### src/rtl/fp_defs.sv
// fp_defs: shared float field constants and accumulator state encoding
package fp_defs;
  localparam int FP_W = 32;
  localparam int EXP_HI = 30;
  localparam int EXP_LO = 23;
  localparam logic [7:0] EXP_SPECIAL = 8'hFF;
  localparam logic [FP_W-1:0] FP_POS_ZERO = 32'h0000_0000;
  localparam logic [FP_W-1:0] FP_QNAN = 32'h7FC0_0000;
  typedef enum logic [1:0] {S_IDLE, S_ADD, S_OUT} state_e;
endpackage

### src/rtl/fp_accumulator_adder.sv
// fp_accumulator_adder: combinational IEEE-754 single add, round-to-nearest-even,
// o flags a finite sum that rounds past the largest normal
module fp_accumulator_adder
  import fp_defs::*;
(
  input  logic [FP_W-1:0] a,
  input  logic [FP_W-1:0] b,
  output logic [FP_W-1:0] result,
  output logic            o
);
  logic swap, sub, carry, rnd_up;
  logic [FP_W-1:0] x, y;
  logic [7:0] ex, ey, d, sh;
  logic [4:0] lz;
  logic [23:0] mx, my;
  logic [26:0] my_w, y_al, n;
  logic [27:0] sum;
  logic [8:0] ne, efield;
  logic [31:0] rnd;
  always_comb begin
    swap = b[FP_W-2:0] > a[FP_W-2:0];
    x = swap ? b : a;
    y = swap ? a : b;
    ex = (x[EXP_HI:EXP_LO] == 8'd0) ? 8'd1 : x[EXP_HI:EXP_LO];
    ey = (y[EXP_HI:EXP_LO] == 8'd0) ? 8'd1 : y[EXP_HI:EXP_LO];
    mx = {x[EXP_HI:EXP_LO] != 8'd0, x[EXP_LO-1:0]};
    my = {y[EXP_HI:EXP_LO] != 8'd0, y[EXP_LO-1:0]};
    d = ex - ey;
    my_w = {my, 3'b000};
    y_al = (my_w >> d) | {26'd0, |(my_w & ((27'd1 << d) - 27'd1))};
    sub = x[FP_W-1] ^ y[FP_W-1];
    sum = sub ? {1'b0, mx, 3'b000} - {1'b0, y_al} : {1'b0, mx, 3'b000} + {1'b0, y_al};
    lz = 5'd27;
    for (int i = 0; i < 27; i++) if (sum[i]) lz = 5'(26 - i);
    // normalisation stops at exponent 1 so tiny results land as subnormals
    sh = ({3'd0, lz} < ex) ? {3'd0, lz} : ex - 8'd1;
    carry = sum[27];
    n = carry ? {sum[27:2], |sum[1:0]} : sum[26:0] << sh;
    ne = carry ? {1'b0, ex} + 9'd1 : {1'b0, ex - sh};
    efield = n[26] ? ne : 9'd0;
    rnd_up = n[2] & (|n[1:0] | n[3]);
    rnd = {efield, n[25:3]} + {31'd0, rnd_up};
    o = 1'b0;
    if (x[EXP_HI:EXP_LO] == EXP_SPECIAL)
      result = (x[EXP_LO-1:0] != '0 || (y[EXP_HI:EXP_LO] == EXP_SPECIAL && sub)) ? FP_QNAN : x;
    else if (sum == 28'd0)
      result = {x[FP_W-1] & y[FP_W-1], 31'd0};
    else if (rnd[31:23] >= 9'd255) begin
      result = {x[FP_W-1], EXP_SPECIAL, 23'd0};
      o = 1'b1;
    end else
      result = {x[FP_W-1], rnd[30:0]};
  end
endmodule

### src/rtl/fp_accumulator.sv
// fp_accumulator: streaming float vector summer, one element per two cycles
// through a single registered-operand adder slot
module fp_accumulator
  import fp_defs::*;
#(
  parameter int CNT_W = 8
) (
  input  logic             clk,
  input  logic             rst_n,
  input  logic             in_valid,
  output logic             in_ready,
  input  logic [FP_W-1:0]  in_data,
  input  logic             in_last,
  output logic             out_valid,
  input  logic             out_ready,
  output logic [FP_W-1:0]  out_sum,
  output logic [CNT_W-1:0] out_count,
  output logic             out_cnt_sat,
  output logic             out_ovf,
  output logic             out_special
);
  localparam logic [CNT_W-1:0] CNT_MAX = '1;
  state_e state_q, state_d;
  logic [FP_W-1:0] acc_q, acc_d, op_q, op_d, add_res;
  logic [CNT_W-1:0] cnt_q, cnt_d;
  logic last_q, last_d, cnt_sat_q, cnt_sat_d, ovf_q, ovf_d, special_q, special_d, add_ovf;
  fp_accumulator_adder u_add (.a(acc_q), .b(op_q), .result(add_res), .o(add_ovf));
  always_comb begin
    state_d = state_q;
    acc_d = acc_q;
    op_d = op_q;
    last_d = last_q;
    cnt_d = cnt_q;
    cnt_sat_d = cnt_sat_q;
    ovf_d = ovf_q;
    special_d = special_q;
    case (state_q)
      S_IDLE: if (in_valid) begin
        op_d = in_data;
        last_d = in_last;
        cnt_d = (cnt_q == CNT_MAX) ? cnt_q : cnt_q + 1'b1;
        cnt_sat_d = cnt_sat_q | (cnt_q == CNT_MAX);
        special_d = special_q | (in_data[EXP_HI:EXP_LO] == EXP_SPECIAL);
        state_d = S_ADD;
      end
      S_ADD: begin
        acc_d = add_res;
        ovf_d = ovf_q | add_ovf;
        state_d = last_q ? S_OUT : S_IDLE;
      end
      S_OUT: if (out_ready) begin
        acc_d = FP_POS_ZERO;
        cnt_d = '0;
        cnt_sat_d = 1'b0;
        ovf_d = 1'b0;
        special_d = 1'b0;
        state_d = S_IDLE;
      end
      default: state_d = S_IDLE;
    endcase
  end
  always_ff @(posedge clk or negedge rst_n)
    if (!rst_n) begin
      state_q <= S_IDLE;
      acc_q <= FP_POS_ZERO;
      op_q <= '0;
      last_q <= 1'b0;
      cnt_q <= '0;
      cnt_sat_q <= 1'b0;
      ovf_q <= 1'b0;
      special_q <= 1'b0;
    end else begin
      state_q <= state_d;
      acc_q <= acc_d;
      op_q <= op_d;
      last_q <= last_d;
      cnt_q <= cnt_d;
      cnt_sat_q <= cnt_sat_d;
      ovf_q <= ovf_d;
      special_q <= special_d;
    end
  assign in_ready = state_q == S_IDLE;
  assign out_valid = state_q == S_OUT;
  assign out_sum = acc_q;
  assign out_count = cnt_q;
  assign out_cnt_sat = cnt_sat_q;
  assign out_ovf = ovf_q;
  assign out_special = special_q;
endmodule

### config.mk
export PLATFORM = sky130hd
export DESIGN_NAME = fp_accumulator
export DESIGN_NICKNAME = d
export VERILOG_FILES = /design/src/rtl/fp_defs.sv /design/src/rtl/fp_accumulator_adder.sv /design/src/rtl/fp_accumulator.sv
export SDC_FILE = /design/constraint.sdc
export NUM_CORES = 1
export LEC_CHECK = 0
export ABC_AREA = 1
export CAP_MARGIN = 0
export CORE_UTILIZATION = 55
export DETAILED_ROUTE_END_ITERATION = 12
export PLACE_DENSITY = 0.77
export SYNTH_ARGS = -nofsm -noshare
export SYNTH_HDL_FRONTEND = slang
export SYNTH_SLANG_ARGS = --single-unit
### constraint.sdc
create_clock -name clk -period 12.7 [get_ports clk]
set_input_delay 2.54 -clock clk [delete_from_list [all_inputs] [get_ports clk]]
set_output_delay 2.54 -clock clk [all_outputs]
set_load 0.03 [all_outputs]
* Yosys cells after proc, flatten, opt, wreduce, memory -nomap -nowiden
Cells that the tools add are included.
** Cells by class
- Add/sub/neg operators :: 9
- Magnitude comparators :: 3
- Equality and inequality tests :: 9
- Shifts and indexed selects :: 3
- Mux-type cells :: 59
- Bitwise logic cells :: 9
- Reduce and logical (&&, ||, !) cells :: 19
** Operators with widths (number)
- 2-to-1 mux 32 bit :: 6
- 2-to-1 mux 5 bit :: 16
- one-hot mux 32 bit (2 select lines) :: 1
- 2-to-1 mux 8 bit :: 6
- adder 32 x 1 -> 32 bit :: 1
- equality test 8 bit (second input constant) :: 4
- 2-to-1 mux 4 bit :: 8
- greater-than comparator 31 bit :: 1
- 2-to-1 mux 31 bit :: 1
- adder 27 x 27 -> 28 bit :: 1
- zero test 28 bit :: 1
- 2-to-1 mux 28 bit :: 1
- subtractor 27 x 27 -> 28 bit :: 1
- AND 27 bit :: 1
- 2-to-1 mux 27 bit :: 1
- bitwise OR 27 x 1 -> 27 bit :: 1
- OR reduction 27 bit :: 1
- left shift 1 x 8 -> 27 bit (first input constant) :: 1
- left shift 27 x 8 -> 27 bit :: 1
- >> shifter 27 x 8 -> 27 bit :: 1
- subtractor 27 x 1 -> 27 bit (second input constant) :: 1
- nonzero test 23 bit :: 1
- 2-to-1 mux 9 bit :: 2
- zero test 8 bit :: 2
- 27 further kinds :: 50
** Storage, ports and cells
- Flip-flop bits (word level) :: 78
- Output and inout bits :: 45
- Word-level logic and storage cells :: 119

* Logic depth before layout (Yosys ltp)
- Depth after elaboration :: 53
- Depth in mapped cells :: 116
- Depth with buffers taken out :: 110

* Cells and area by module
Synthesis repeated with hierarchy kept, for this count alone.
** Unflattened totals
- Cell total of the unflattened synthesis :: 2589
- Area, all modules :: 14771.7 um2
** By module, submodules not included
- fp_accumulator_adder :: times used 1, cells an instance 2216, area each 11479.8 um2, seq. area each 0.0 um2
- fp_accumulator :: times used 1, cells an instance 373, area each 3291.9 um2, seq. area each 1951.9 um2

* Least setup slack after synthesis
Ideal clock, no wire load.
- Path type :: reg-to-reg
- Start point :: register acc_q[28], in the netlist out_sum[28]
- End point :: register acc_q[10], in the netlist out_sum[10]
- Library setup time :: 0.119 ns
- Arrival time :: 13.279 ns
- Data required time :: 12.581 ns
- Slack :: -0.698 ns
- Stages on the path, launching flop included :: 112
- Buffers on the path :: 8
- Clock period less this slack :: 13.398 ns
- Path through :: dfrtp_1 > inv_1 > ha_1 > nand2_1 > nor2_4 > nand2_2 > inv_2 > o21ai_1 > nand2_1 > nor2_2 > nand2_4 > nand2_4 > buf_2 > buf_2 > clkbuf_1 > clkbuf_1 > nand2_1 > o21ai_0 > (+76 left out) > o21ai_0 > nand2_1 > xnor2_1 > o21ai_0 > nand2_1 > nor2_1 > nand2_1 > nor2_1 > nand3_1 > nand2_1 > nand2_1 > nor2_1 > nand2_1 > nor2_2 > nor2_4 > buf_6 > nand4_1 > nand2_1
** On the way
- Longest elaborated chain between the ends :: 52
- Elaborated cells between the ends (all ways) :: 73
** Ends and longest elaborated chain
- from (decl) :: line fp_accumulator.sv:24 : logic [FP_W-1:0] acc_q, acc_d, op_q, op_d, add_res;
- from (signal assigned) :: line fp_accumulator.sv:65 : acc_q <= FP_POS_ZERO;
- from (signal assigned) :: line fp_accumulator.sv:74 : acc_q <= acc_d;
- greater-than comparator 31 bit :: line fp_accumulator_adder.sv:21 : swap = b[FP_W-2:0] > a[FP_W-2:0];
- 2-to-1 mux 32 bit (on tied branches) :: line fp_accumulator_adder.sv:22, fp_accumulator_adder.sv:23
- zero test 8 bit (on tied branches) :: line fp_accumulator_adder.sv:24, fp_accumulator_adder.sv:25
- 2-to-1 mux 8 bit (on tied branches) :: line fp_accumulator_adder.sv:24, fp_accumulator_adder.sv:25
- subtractor 8 bit :: line fp_accumulator_adder.sv:28 : d = ex - ey;
- left shift 1 x 8 -> 27 bit :: line fp_accumulator_adder.sv:30 : y_al = (my_w >> d) | {26'd0, |(my_w & ((27'd1 << d) - 27'd1))};
- subtractor 27 x 1 -> 27 bit :: line fp_accumulator_adder.sv:30
- AND 27 bit :: line fp_accumulator_adder.sv:30
- (+36 left out)
- bitwise OR 1 bit :: line fp_accumulator_adder.sv:41 : rnd_up = n[2] & (|n[1:0] | n[3]);
- AND 1 bit :: line fp_accumulator_adder.sv:41
- adder 32 x 1 -> 32 bit :: line fp_accumulator_adder.sv:42 : rnd = {efield, n[25:3]} + {31'd0, rnd_up};
- >= comparator 9 x 8 -> 1 bit :: line fp_accumulator_adder.sv:48 : else if (rnd[31:23] >= 9'd255) begin
- 2-to-1 mux 31 bit :: line fp_accumulator_adder.sv:48
- 2-to-1 mux 32 bit :: line fp_accumulator_adder.sv:46 : else if (sum == 28'd0)
- 2-to-1 mux 32 bit (*) :: line fp_accumulator_adder.sv:44 : if (x[EXP_HI:EXP_LO] == EXP_SPECIAL)
- one-hot mux 32 bit (2 select lines) (*) :: line fp_accumulator.sv:37 : case (state_q)
Mark *: on every way between the ends. The rest lies on a longest branch, timed or not.
A chain may end at the register's enable or synchronous reset.

* Worst setup path after layout
- Start point :: register acc_q[15], in the netlist out_sum[15]
- End point :: register acc_q[10], in the netlist out_sum[10]
The elaborated chain is that of the path after synthesis.

==> impl_results.md <==
- Result of the run: finished with violations
- Violations in the final reports: negative setup slack
- Required time worst endpoint: 12.92 ns
- Count of buffers inserted at the top-level ports: 81
- Weighted congestion reported at the end of routability-driven placement: 1.06
- Floorplan Core Area: 0.0252 mm^2
- Filler instances: 2139
- Finished Core Util: 0.719
- Kind of critical path: flop to flop
- Buffers from clock root to sink, at most: 2
- Number of clock buffers inserted by TritonCTS: 9
- Layout overhead on the synthesized area: 28.1%
- Top cell by count, worst path: sky130_fd_sc_hd__nand2_1
- Post-route worst setup slack: -0.387 ns
- Cell area after placement: 0.0160 mm^2
- Pre-CTS setup slack: -0.547 ns
- Shortest period the worst path allows: 13.09 ns
- Delay of the slowest cell on the worst path: 0.48 ns
- Arrival time worst endpoint: 13.31 ns
- Io pins: 82
- Floorplan row count: 58
- Compound-cell area share of the yosys netlist: 0.125
- Proportion of synthesized chip area in sequential cells: 0.138
- Synthesized Nets: 2690
- Detailed-routing iteration count for the pre-antenna-repair pass: 8
- Number of warnings reported in the yosys synthesis log: 0
- Fin Clk Skew: 0.0127 ns
- Fin nets: 2920
- Slowest stage cell on the critical path: sky130_fd_sc_hd__dfrtp_1
- FFs w/ async S/R, synth: 1.00
- Die Y: 162 um
- Maximum number of pins on one net before global-route repair: 79
- Final antenna diode count: 0
- Fraction of the mapped netlist area in simple logic gates: 0.495
- Total congestion overflow after global routing: 0
- Endpoint class of the critical path: flop
- First-pass GRT wire length: 88300 um
- Via count: 19.3k
- Largest family of logic cells by synthesized area: simple AND/OR/NAND/NOR gates
- Adder-cell area share of the yosys netlist: 0.0909
- Mux contribution to synthesized area: 0
- Number of distinct standard cells referenced by the synthesized netlist: 61
- Vias in the first global route: 16.8k
- Initial DRC Count: 3168
- Netlist area before placement: 0.0141 mm^2
- Syn avg cell area: 5.54 um^2
- Highest-count cells in the layout ignoring fill and taps: 836 x sky130_fd_sc_hd__nand2_1, 300 x sky130_fd_sc_hd__nand3_1, 285 x sky130_fd_sc_hd__inv_1
- Maximum clock frequency: 76.4 MHz
- Die width: 162 um
- Clock latency at the later pin of the worst-skew pair: 0.35 ns
- Post-CTS Hold Buffers: 0
- Xor-xnor portion of the synthesized cell area: 0.0260
- Worst slew slack as a fraction of its limit: 0.254
- Share of cells above drive strength 1: 0.208
- Max-cap viol count: 0
- Top flip-flop cell by instance count after synthesis: sky130_fd_sc_hd__dfrtp_1
- Pin slew with the least headroom to its limit: 1.12 ns
- Highest fanout seen on the critical path: 6
- Deepest level of the CTS H-tree: 3
- Count of antenna-violating nets left after detailed routing: 0
- Clock tree root driver cell: sky130_fd_sc_hd__clkbuf_16
- Antenna violations before repair: 0
- CTS tree: built
- Synth Register Bits: 78
- Startpoint types: flop
- RSZ-0062 raised after global routing: yes
- Detailed Route WL: 62600 um
- Path category of the worst min-delay check: flop to flop
- Commonest non-fill, non-tap cell in the layout: sky130_fd_sc_hd__nand2_1
- Clk sinks: 78
- EDFF count, synth: 0
- Hold violation total from the final report: 0
- Post-synthesis cell count: 2552
- Final design area excluding fillers: 0.0181 mm^2
- Hold Slack: 0.487 ns
- Overall track demand over capacity in global routing: 0.425
- Post-DR wirelength/cell: 20.1 um
- Slew Viols, Final: 0
- HPWL reported at the end of detailed placement: 44700 um
- Die area: 0.0264 mm^2
- Final count of negative-setup-slack endpoints: 29
- Final period util: 1.03
- Clock input transition at the sequential cells of the worst setup and hold paths: 0.07 ns
- Avg Vias per Cell: 6.19
- Initial Utilization: 0.562
- DRC violation count after routing: 0
metrics by stage:
| stage | TNS [ns] | cells |
|---|---|---|
| 2_1_floorplan | 0 | 2552 |
| 3_3_place_gp | -1.73 | 3007 |
| 3_5_place_dp | -10.44 | 3007 |
| 4_1_cts | 0 | 3045 |
| 5_1_grt | -26.71 | 3117 |
| 6_report | -4.43 | 3117 |
logic make-up after synthesis:
family / Yosys count
adder cells (fa/ha/maj): 101
XOR/XNOR: 42
AO/OA/AOI/OAI: 308
flip-flops: 78
other: 1
buffers and inverters: 431
AND/OR/NAND/NOR: 1591
path summary, 6_finish.rpt:
path                                         start                 endpoint  slack [ns]  cells past startpoint
max                        out_sum[15]$_DFFE_PN0P_  out_sum[10]$_DFFE_PN0P_       -0.39                     99
max reg2reg                out_sum[15]$_DFFE_PN0P_  out_sum[10]$_DFFE_PN0P_       -0.39                     99
min reg2reg                     last_q$_DFFE_PN0P_       last_q$_DFFE_PN0P_        0.49                      2
min in group asynchronous                    rst_n  out_special$_DFFE_PN0P_        2.38                      1
max in group asynchronous                    rst_n  out_sum[27]$_DFFE_PN0P_        9.60                      1
min                             last_q$_DFFE_PN0P_       last_q$_DFFE_PN0P_        0.49                      2
layer usage:
metal / GRT usage / share of wire / vias up
li1: - / - / 8734
met1: 0.575 / 0.38 / 8766
met4: 0.185 / 0.059 / 0
met2: 0.659 / 0.43 / 1462
met5: 0 / 0 / -
met3: 0.0777 / 0.13 / 333
sequential cells by signal, indices dropped and copies added (netlist names):
register and count:
out_cnt_sat 1, op_q 32, out_special 1, out_ovf 1, state_q 2, out_count 8, out_sum 32, last_q 1
layout make-up:
class	instances	area, um^2	share of cell area
Inverter	346	1310	0.0724
Sequential cell	78	1980	0.109
Timing Repair Buffer	297	2580	0.142
Clock inverter	6	91.3	0.00504
Multi-Input combinational cell	2050	11500	0.636
Clock buffer	10	229	0.0126
Tap cell	330	413	0.0228
what timing repair did:
item,in CTS,in global routing
setup endpoints to repair,32,32
cloned,3,5
hold endpoints to repair,0,0
pin swaps,12,113
setup buffers,19,67
resized for setup,33,256
cell usage after synthesis (all sizes together) (6+ instances only):
library cell | instances | area share
a211oi | 7 | 0.0037
a21oi | 85 | 0.030
a31oi | 10 | 0.0044
buf | 51 | 0.023
clkbuf | 34 | 0.0090
dfrtp | 78 | 0.14
ha | 98 | 0.087
inv | 342 | 0.091
nand2 | 918 | 0.25
nand3 | 326 | 0.12
nand4 | 73 | 0.032
nor2 | 234 | 0.073
nor3 | 16 | 0.0060
nor4 | 13 | 0.0066
o21ai | 161 | 0.059
o21bai | 6 | 0.0032
o22ai | 7 | 0.0031
xnor2 | 14 | 0.0087
xor2 | 28 | 0.017
worst max-delay path, delay by kind of cell, from the launching register on:
| kind | cells | cell delay, ns |
|---|---|---|
| adder cells (fa/ha/maj) | 7 | 1.74 |
| XOR/XNOR | 1 | 0.09 |
| flip-flops | 1 | 0.48 |
| AND/OR/NAND/NOR | 61 | 7.30 |
| AO/OA/AOI/OAI | 16 | 1.94 |
| buffers and inverters | 14 | 1.34 |
Power is left out: the tool's default activity adds up to more than one toggle a clock period on the data nets, which glitch-free logic cannot reach.
